==> src/rtl/project_types.sv <==
// Shared EX-stage types: reset polarity, operand word, divider state encoding.
package project_types;

  typedef logic reset_status_t;
  localparam reset_status_t RST_ENABLE = 1'b1;

  typedef logic [31:0] reg_data_t;

  localparam int DIV_CYCLES = 32;

  typedef enum logic [1:0] {
    IDLE    = 2'd0,
    DIVZERO = 2'd1,
    ON      = 2'd2,
    END     = 2'd3
  } div_state_t;

endpackage

==> src/rtl/ex_div.sv <==
// Multi-cycle radix-2 restoring divider for DIV/DIVU; returns {remainder, quotient}
// after 32 iterations, holding the result until the requester drops start_i.
module ex_div
  import project_types::*;
(
  input  logic          clk,
  input  reset_status_t rst,
  input  logic          start_i,
  input  logic          annul_i,
  input  logic          signed_i,
  input  reg_data_t     dividend_i,
  input  reg_data_t     divisor_i,
  output logic [63:0]   result_o,
  output logic          ready_o
);

  localparam logic [5:0] CNT_LAST = 6'(DIV_CYCLES);

  div_state_t  state, state_nxt;
  logic [5:0]  cnt;
  logic [63:0] work;
  reg_data_t   divisor_q;
  logic        sign_q, sign_r;
  logic [32:0] trial;

  function automatic reg_data_t magnitude(input reg_data_t x, input logic is_signed);
    logic signed [31:0] sx;
    sx = signed'(x);
    return (is_signed && sx < 0) ? reg_data_t'(-sx) : x;
  endfunction

  function automatic reg_data_t apply_sign(input reg_data_t x, input logic neg);
    logic signed [31:0] sx;
    sx = signed'(x);
    return neg ? reg_data_t'(-sx) : x;
  endfunction

  // Trial subtract on the shifted partial remainder; bit 32 is the borrow because
  // the remainder is always below 2*divisor, so the difference fits in 33 bits.
  assign trial = work[63:31] - {1'b0, divisor_q};

  always_ff @(posedge clk) begin
    if (rst == RST_ENABLE) state <= IDLE;
    else                   state <= state_nxt;
  end

  always_comb begin
    state_nxt = state;
    if (annul_i) begin
      state_nxt = IDLE;
    end else begin
      case (state)
        IDLE:    if (start_i) state_nxt = (divisor_i == '0) ? DIVZERO : ON;
        DIVZERO: state_nxt = END;
        ON:      if (cnt == CNT_LAST) state_nxt = END;
        END:     if (!start_i) state_nxt = IDLE;
        default: state_nxt = IDLE;
      endcase
    end
  end

  always_ff @(posedge clk) begin
    if (rst == RST_ENABLE) begin
      cnt       <= '0;
      work      <= '0;
      divisor_q <= '0;
      sign_q    <= 1'b0;
      sign_r    <= 1'b0;
      result_o  <= '0;
      ready_o   <= 1'b0;
    end else if (annul_i) begin
      cnt      <= '0;
      result_o <= '0;
      ready_o  <= 1'b0;
    end else begin
      case (state)
        IDLE: begin
          result_o <= '0;
          ready_o  <= 1'b0;
          if (start_i && divisor_i != '0) begin
            cnt       <= '0;
            work      <= {32'b0, magnitude(dividend_i, signed_i)};
            divisor_q <= magnitude(divisor_i, signed_i);
            sign_q    <= signed_i & (dividend_i[31] ^ divisor_i[31]);
            sign_r    <= signed_i & dividend_i[31];
          end
        end
        DIVZERO: begin
          result_o <= '0;
          ready_o  <= 1'b1;
        end
        ON: begin
          if (cnt != CNT_LAST) begin
            work <= trial[32] ? {work[62:0], 1'b0} : {trial[31:0], work[30:0], 1'b1};
            cnt  <= cnt + 6'd1;
          end else begin
            result_o <= {apply_sign(work[63:32], sign_r), apply_sign(work[31:0], sign_q)};
            ready_o  <= 1'b1;
          end
        end
        END: begin
          if (!start_i) begin
            result_o <= '0;
            ready_o  <= 1'b0;
          end
        end
        default: ;
      endcase
    end
  end

endmodule
==> config.mk <==
export PLATFORM = sky130hd
export DESIGN_NAME = ex_div
export DESIGN_NICKNAME = d
export VERILOG_FILES = /design/src/rtl/project_types.sv /design/src/rtl/ex_div.sv
export SDC_FILE = /design/constraint.sdc
export NUM_CORES = 1
export LEC_CHECK = 0
export BUFFER_PORTS_ARGS = -buffer_cell sky130_fd_sc_hd__clkbuf_2
export CAP_MARGIN = 20
export CORE_MARGIN = 3
export CORE_UTILIZATION = 55
export CTS_BUF_LIST = sky130_fd_sc_hd__clkbuf_8
export DETAILED_ROUTE_END_ITERATION = 7
export GPL_TIMING_DRIVEN = 0
export HOLD_SLACK_MARGIN = 0.15
export PLACE_DENSITY = 0.8
export SETUP_SLACK_MARGIN = 0.1
export SYNTH_ARGS = -nofsm -noshare
export SYNTH_HDL_FRONTEND = slang
export SYNTH_SLANG_ARGS = --single-unit
==> constraint.sdc <==
create_clock -name clk -period 3.3 [get_ports clk]
set_clock_uncertainty 0.05 [all_clocks]
set_input_delay 0.66 -clock clk [delete_from_list [all_inputs] [get_ports clk]]
set_output_delay 0.66 -clock clk [all_outputs]
set_load 0.02 [all_outputs]
=== Word level (Yosys, flattened, before mapping) ===
Index checks and enable logic that the tools add are counted.

* Register bits after elaboration: 171
* Input port bits: 69
* Output and inout bits: 65

* Add/subtract/negate cells: 6
* Magnitude comparators: 2
* Eq/ne operators: 11
* Multiplexer cells: 22
* Bitwise operators: 4
* Reduce and logical (&&, ||, !) cells: 14

{| class="wikitable"
|+ Operators by type and width
! kind !! count
|-
| 64-bit two-way mux || 5
|-
| 64-bit one-hot mux with 3 select lines || 1
|-
| 32-bit two-way mux || 4
|-
| 32-bit negator || 4
|-
| 64-bit one-hot mux with 2 select lines || 1
|-
| 32-bit by 1-bit less-than comparator with 1-bit output, second input constant || 2
|-
| 33-bit by 32-bit subtractor with 33-bit output || 1
|-
| 32-bit zero test || 1
|-
| 32-bit nonzero test || 1
|-
| 6-bit two-way mux || 2
|-
| 2-bit != test, second input constant || 6
|-
| 6-bit one-hot mux with 2 select lines || 1
|-
| 3-bit AND reduction || 3
|-
| 2-bit two-way mux || 4
|-
| 2-bit one-hot mux with 4 select lines || 1
|-
| 6-bit by 1-bit adder with 6-bit output, second input constant || 1
|-
| 6-bit == test, second input constant || 1
|-
| 6-bit != test, second input constant || 1
|-
| 2-bit == test, second input constant || 2
|-
| 1-bit one-hot mux with 4 select lines || 1
|-
| 4-bit AND reduction || 1
|-
| 2-bit OR reduction || 2
|-
| 1-bit logical AND || 3
|-
| 1-bit AND || 2
|-
| other kinds (7) || 8
|}

=== Longest topological paths before layout ===
Gate-level depths: netlist of the first run.

* Depth after elaboration: 5
* Mapped depth: 14
* Mapped depth without buffers: 12

=== Least setup slack after synthesis of the first run ===
No wires, ideal clock.

* Kind: input port to flip-flop
* From: input divisor_i[21]
* To: register work[32]
* Data arrival time: 3.198 ns
* Required time: 3.133 ns
* Setup slack: -0.065 ns
* Stages on the path: 8
* Path buffers: 2
* Path through: or4_4 > or4_4 > or4_4 > o31ai_4 > a211oi_1 > buf_2 > buf_2 > a22o_1

* Word-level cells in the longest chain between the ends: 4

{| class="wikitable"
|+ RTL lines
! element !! line !! text
|-
| start: declaration || ex_div.sv:12 || <nowiki>input reg_data_t divisor_i,</nowiki>
|-
| 32-bit nonzero test || ex_div.sv:80 || <nowiki>if (start_i && divisor_i != '0) begin</nowiki>
|-
| 1-bit logical AND || ex_div.sv:80 ||
|-
| 2-bit != test (no source line) || n/a ||
|-
| 4-bit AND reduction (no source line) || n/a ||
|-
| end signal: assignment || ex_div.sv:82 || <nowiki>work <= {32'b0, magnitude(dividend_i, signed_i)};</nowiki>
|-
| end signal: assignment || ex_div.sv:94 || <nowiki>work <= trial[32] ? {work[62:0], 1'b0} : {trial[31:0], work[30:0], 1'b1};</nowiki>
|-
| end: declaration || ex_div.sv:21 || <nowiki>logic [63:0] work;</nowiki>
|}

No other way between the ends.
A chain may end at the register's enable or synchronous reset.

=== Final worst setup path of the first run ===
* From: input divisor_i[21]
* To: register sign_r

* Word-level cells in the longest chain between the ends: 3

{| class="wikitable"
|+ RTL lines
! element !! line !! text
|-
| 32-bit nonzero test || ex_div.sv:80 ||
|-
| 1-bit logical AND || ex_div.sv:80 ||
|-
| 3-bit AND reduction (no source line) || n/a ||
|-
| end signal: assignment || ex_div.sv:85 || <nowiki>sign_r <= signed_i & dividend_i[31];</nowiki>
|-
| end: declaration || ex_div.sv:23 || <nowiki>logic sign_q, sign_r;</nowiki>
|}

No other way between the ends.

==> summary.md, run 1 <==
| Metric | Value |
|---|---|
| Status | complete, no violations |
| Core area | between 15000 and 20000 sq um |
| Peak supply drop | between 0.0002 and 0.00025 V |
| Global-route usage over all layers | ~29% |
| Syn nets | 1550 |
| Layout cell share with drive strength beyond 1 | between 10 and 15% |
| DRT iter0 DRCs | just over 1000 |
| Post-Synthesis Cells | 1438 |
| Vias per inst | 5.77 |
| Power Total | approximately 4.8 mW |
| Leading area contributor after synthesis | dfxtp_1 |
| Avg Synthesized Cell Area | 7.55 sq um |
| Antenna violations before repair | 0 |
| Vias in the first global route | around 9800 |
| Required @ worst endpoint | ~3.6 ns |
| YS warnings | 0 |
| Clk_lat worst skew | 0.48 ns |
| Max layer used | met4 |
| Register area share after synthesis | about a third |
| Clock Path Buffers | 2 |
| Number of H-tree levels | 4 |
| Post-synth top cells | nand2_1, dfxtp_1, nor2_1 |
| GRT overflow | 0 |
| Routed wl met3 | 2720 microns |
| First-pass GRT wire length | between 50000 and 60000 microns |
| WL met1 | 14600 microns |
| Final Non-Filler Cells | 1867 |
| Number of synthesized flops with an enable pin | 0 |
| Port buffer count | 132 |
| Setup crit start kind | primary input |
| Die area | ~21000 sq um |
| Mapped cell area | 10900 sq um |
| Crit path DAT | roughly 3.4 ns |
| Setup_tns | 0 ns |
| Post-DP HPWL | 24700 microns |
| Worst hold path type | in2reg |
| Antenna cells | 0 |
| RSZ-0062 raised after global routing | yes |
| Metal2 WL | 13600 microns |
| Period utilization | between 90% and 100% |
| Ports | approximately 130 |
| Fin Hold WS | 0.402 ns |
| Leak | 4.89 nW |
| WL/cell | around 17 microns |
| Num CTS Buffers | 17 |
| Via count | 10780 |
| Die height | around 150 microns |
| Root Driver | clkbuf_8 |
| Initial core utilization | around 57% |
| Routed wire length | between 30000 and 40000 microns |
| Most frequent cell after synthesis | nand2_1 |
| Drt drc | 0 |
| Setup WS post-layout | roughly 0.19 ns |
| Clock slew at reported path FFs | roughly 0.09 ns |
| GPL Wtd Cong | ~0.96 |
| Hold bufs inserted after CTS | 0 |
| DRT Pass-1 Iters | 6 |
| Width of the chip | between 100 and 150 microns |
| Row cnt | 50 |
| Syn-to-layout area delta | 14.6% |
| Largest net degree at the start of global routing | 17 |
| Max cap viols | 0 |
| Ys async rst share | 0% |
| Pre-CTS setup slack | -0.657 ns |
| Antenna Nets Post-Route | 0 |
| # nets final | 1706 |
| Pwr/cell area | about 390 nW/um^2 |
| Yosys cell types | around 70 |
| Max Freq | 322 MHz |
| Fin. Hold Viols | 0 |
| Critical Path End Type | flip-flop |
| Largest cells by area after synthesis | dfxtp_1, nand2_1, xor2_1, xnor2_1, a21oi_1 |
| Synthesis-stage register bit count | between 150 and 200 |
| WS Path Type | in2reg |
| Clock sink total | roughly 170 |
| Fin crit period | slightly above 3 ns |
| CTS tree | yes |
| Worst Max-Slew Pin Slew | roughly 0.77 ns |
| Synth top area share | a little under a third |
| Slew margin rel. | between 40% and 50% |
| Dominant synthesized flop cell | dfxtp_1 |
| Post-placement cell count | about 1800 |
| Finish-stage setup viols | 0 |
| Crit Path Max Fanout | 10 |
| Slew Limit Fails | 0 |
## report_power, final
group	internal [mW]	switching (mW)	total [mW]
clock network	0.656	0.850	1.51
registers	2.13	0.0686	2.20
logic	0.432	0.698	1.13
total	3.22	1.62	4.83
## flip-flops by register name, indices dropped and copies added, names as in the netlist
| signal | flops |
|---|---|
| divisor_q | 32 |
| sign_r | 1 |
| cnt | 6 |
| ready_o | 1 |
| state | 2 |
| sign_q | 1 |
| work | 64 |
| result_o | 64 |
## logic make-up after synthesis
group	share of synthesized area [%]
buffers and inverters	5.55
and+or+nand+nor	20.2
AOI/OAI and AO/OA	24.5
DFF	31.5
xor gates and xnor gates	12.1
adders and majority gates	5.02
muxes	1.12
## placed cells by master (no fill, tap or decap), types with 7 or more instances in the layout
| cell | synthesis | final |
|---|---|---|
| nor2b_1 | 8 | 7 |
| nand2b_1 | 15 | 14 |
| mux2i_1 | 11 | 11 |
| a32oi_1 | 12 | 12 |
| o21ai_0 | 108 | 108 |
| a31oi_1 | 7 | 7 |
| dfxtp_1 | 171 | 163 |
| nor3_1 | 21 | 20 |
| or4_1 | 11 | 9 |
| buf_4 | 4 | 9 |
| nand2_1 | 229 | 229 |
| dfxtp_2 | 0 | 7 |
| o21a_1 | 7 | 7 |
| a22oi_1 | 23 | 23 |
| a21oi_1 | 119 | 119 |
| buf_6 | 5 | 12 |
| clkbuf_2 | 0 | 135 |
| ha_1 | 42 | 42 |
| o41ai_1 | 20 | 18 |
| nor4_1 | 11 | 8 |
| o21ai_1 | 31 | 31 |
| nand3_1 | 26 | 26 |
| o31ai_1 | 21 | 20 |
| nor2_1 | 124 | 123 |
| clkbuf_8 | 0 | 19 |
| inv_1 | 63 | 63 |
| a21o_1 | 7 | 7 |
| clkbuf_1 | 65 | 60 |
| a211oi_1 | 30 | 29 |
| xor2_1 | 77 | 76 |
| xnor2_1 | 73 | 73 |
## metrics by stage
stage,util (%),instance area [sq um]
floorplan,-,10900
detailed placement,62.3,11900
finish,65.3,12500
global placement,62.3,11900
CTS,64.8,12400
global route,65.3,12500
## worst max-delay path, stage by stage
cell and delay (ns):
clkbuf_2 0.11, or4_4 0.56, or4_4 0.46, or4_4 0.47, o31ai_4 0.24, buf_4 0.17, nor3b_1 0.10, clkbuf_1 0.31
nand2_1 0.19, a21oi_1 0.10
## area by class of cell
cell class,count,area (sq um)
well taps,260,325
multi-input cells,1122,6930
repair buffers,137,698
clock buffers,19,262
clock inverters,13,131
flip-flops and latches,171,3440
fillers,1711,6630
plain buffers,82,429
inverters,63,236
## routing by layer
metal | up-vias | GRT usage, %
met5 | - | 0
met4 | 0 | 6.73
met3 | 35 | 4.90
met2 | 459 | 44.5
met1 | 4914 | 41.4
li1 | 5372 | -
## final timing paths
path	start	end	slack (ns)	depth (start not counted)
setup / recovery	divisor_i[21]	sign_r	0.19	10
hold / removal	divisor_i[0]	divisor_q[0]	0.40	3
setup reg to reg	work[31]	work[60]	0.20	13
hold reg to reg	result_o[29]	result_o[29]	0.40	2
## repair_timing
item                       in CTS  in global routing
setup buffers                   4                  1
gates cloned                    0                  0
pin swaps                       3                  5
gates resized for setup        18                 29
setup endpoints to repair      46                 45
Power figures use the tool's default switching activity.
==> run 2: changes to the inputs <==
--- a/config.mk
+++ b/config.mk
@@ -8,12 +8,12 @@
 export BUFFER_PORTS_ARGS = -buffer_cell sky130_fd_sc_hd__clkbuf_2
 export CAP_MARGIN = 20
 export CORE_MARGIN = 3
-export CORE_UTILIZATION = 55
+export CORE_UTILIZATION = 65
 export CTS_BUF_LIST = sky130_fd_sc_hd__clkbuf_8
 export DETAILED_ROUTE_END_ITERATION = 7
 export GPL_TIMING_DRIVEN = 0
 export HOLD_SLACK_MARGIN = 0.15
-export PLACE_DENSITY = 0.8
+export PLACE_DENSITY = 0.89
 export SETUP_SLACK_MARGIN = 0.1
 export SYNTH_ARGS = -nofsm -noshare
 export SYNTH_HDL_FRONTEND = slang
==> constraint.sdc (replaced) <==
create_clock -name clk -period 4 [get_ports clk]
set_clock_uncertainty 0.05 [all_clocks]
set_input_delay 0.8 -clock clk [delete_from_list [all_inputs] [get_ports clk]]
set_output_delay 0.8 -clock clk [all_outputs]
set_load 0.02 [all_outputs]
==> run 2 against run 1 <==
  * Sequential power shrank 18%
  * Power down 18%
  * Non-clock buffer count down 4
  * Combinational power down 21%
==> summary.md, run 2 (synthesis gave the netlist of run 1 again) <==
| Metric | Value |
|---|---|
| Status | complete, no violations |
| Port buffer count | 132 (unchanged) |
| Largest net degree at the start of global routing | 19 (+2) |
| Post-DP HPWL | 24500 microns (-0.79%) |
| Worst Max-Slew Pin Slew | 0.880 ns (+0.105 ns) |
| Global-route usage over all layers | 34.2% (+5.6 points) |
| Crit Path Max Fanout | 10 (unchanged) |
| Max cap viols | 0 (unchanged) |
| Antenna cells | 0 (unchanged) |
| WL/cell | 17.5 microns (+4.3%) |
| Critical Path Start | divisor_i[21] |
| DRT iter0 DRCs | 913 (-11%) |
| Core area | 16100 sq um (-16%) |
| Post-placement cell count | 1786 (-2.4%) |
| Period utilization | 90.4% |
| Hold bufs inserted after CTS | 0 (unchanged) |
| Die height | 135 microns (-7.7%) |
| Width of the chip | 135 microns (-7.7%) |
| Ports | 134 (unchanged) |
| Most frequent CP cell | or4_4 |
| Drt drc | 0 (unchanged) |
| Antenna Nets Post-Route | 0 (unchanged) |
| DRT Pass-1 Iters | 6 (unchanged) |
| Pwr/cell area | 325 nW/um^2 (-16%) |
| # nets final | 1702 (-0.23%) |
| Most common cell after layout, fill and taps aside | nand2_1 |
| Peak supply drop | 0.000262 V (+7.9%) |
| Num CTS Buffers | 17 (unchanged) |
| Fin crit period | 3.62 ns |
| Row cnt | 46 (-8.0%) |
| CTS tree | yes |
| Layout cell share with drive strength beyond 1 | 12.6% (-2.0 points) |
| Initial core utilization | 67.4% (+10 points) |
| CP max-delay cell | or4_4 |
| Via count | 11109 (+3.1%) |
| Critical Path End Type | flip-flop |
| Vias in the first global route | 10298 (+5.6%) |
| Commonest cells after routing, fill and taps aside | nand2_1, dfxtp_1, clkbuf_2 |
| WS Path Type | in2reg |
| Final core utilization | 75.7% (+10 points) |
| Clock Path Buffers | 2 (unchanged) |
| GRT overflow | 0 (unchanged) |
| R2r startpoint | work[31] |
| Crit-path max cell delay | 0.62 ns (+0.06 ns) |
| Hold path start | result_o[35] |
| Required @ worst endpoint | 4.32 ns (+0.74 ns) |
| Number of H-tree levels | 4 (unchanged) |
| Clock sink total | 171 (unchanged) |
| Slew margin rel. | 41.2% (-6.6 points) |
| Final Non-Filler Cells | 1819 (-2.6%) |
| CP cell instances | clkbuf_2, or4_4, or4_4, or4_4, o31ai_4, a211o_1, buf_1, o21ai_1 |
| First-pass GRT wire length | 50600 microns (+0.37%) |
| Slew Limit Fails | 0 (unchanged) |
| Syn-to-layout area delta | 12.4% |
| Die area | 18300 sq um (-15%) |
| Clock slew at reported path FFs | 0.11 ns (+0.02 ns) |
| Crit path DAT | 3.93 ns (+0.54 ns) |
| Finish-stage setup viols | 0 (unchanged) |
| Setup crit start kind | primary input |
| Clk_lat worst skew | 0.49 ns (about the same) |
| Worst hold path type | reg2reg |
| Leak | 4.82 nW (-1.4%) |
| Root Driver | clkbuf_8 |
| Routed wire length | 31900 microns (+1.6%) |
| Top flop regs | result_o x64, work x64, divisor_q x32 |
| Antenna violations before repair | 0 (unchanged) |
| Fin. Hold Viols | 0 (unchanged) |
| RSZ-0062 raised after global routing | no |
| Max Freq | about 280 MHz |
| GPL Wtd Cong | 0.954 (-0.32%) |
| Vias per inst | 6.11 (+5.8%) |
## run 2: cell count changes in the layout (fill, tap and decap cells not counted), moves of 3 or more
cell      previous run  this run
dfxtp_1            163       171
buf_6               12         5
dfxtp_2              7         0
buf_2                1         6
buf_4                9         4
clkbuf_1            60        63
inv_8                2         5
nor4_1               8        11
## run 2: through the flow
stage | power (mW) | hold slack (ns) | area, sq um | setup TNS [ns] | setup WS, ns
final | 3.97 | 0.407 | 12200 | 0 | 0.385
after global routing | 4.12 | 0.427 | 12200 | 0 | 0.231
after CTS | 3.94 | 0.408 | 12200 | 0 | 0.207
after detailed placement | 2.71 | 0.393 | 11800 | -0.492 | -0.0611
after global placement | 2.69 | 0.384 | 11800 | 0 | 0.0179
after floorplan | 2.46 | 0.382 | 10900 | 0 | 0.495
## run 2: critical path, delay by kind of cell
family / cells / cell delay, ns
and+or+nand+nor: 3 / 1.65
AOI/OAI and AO/OA: 3 / 0.86
buffers and inverters: 2 / 0.61
## run 2: worst paths after layout
kind / endpoint / slack [ns] / cells past startpoint
min: result_o[35] / 0.41 / 2
min reg2reg: result_o[35] / 0.41 / 2
max reg2reg: work[36] / 0.42 / 13
max: work[34] / 0.38 / 8
## run 2: layout make-up
class / instances / area (sq um)
Clock inverter: 15 / 170
Tap cell: 216 / 270
Fill cell: 1324 / 3910
Inverter: 63 / 236
Buffer: 82 / 370
Clock buffer: 17 / 234
Timing Repair Buffer: 133 / 666
Multi-Input combinational cell: 1122 / 6830
Sequential cell: 171 / 3420
## run 2: power by group
part	internal [mW]	switching, mW	leakage (nW)
combinational	0.324	0.565	3.24
clock	0.527	0.745	0.201
sequential	1.76	0.0522	1.39
## run 2: repair_timing
action                     in CTS  in global routing
gates resized for setup         1                  4
setup endpoints to repair      10                 23
pin swaps                       0                  0
buffers inserted                0                  0
hold endpoints to repair        0                  0
## run 2: per-layer routing
metal,part of all wire (%),wire length [microns],track usage [%]
met5,0,0,0
met3,7.9,2530,6.39
met1,41,12900,42.4
met4,3.8,1220,16.3
met2,48,15200,57.2
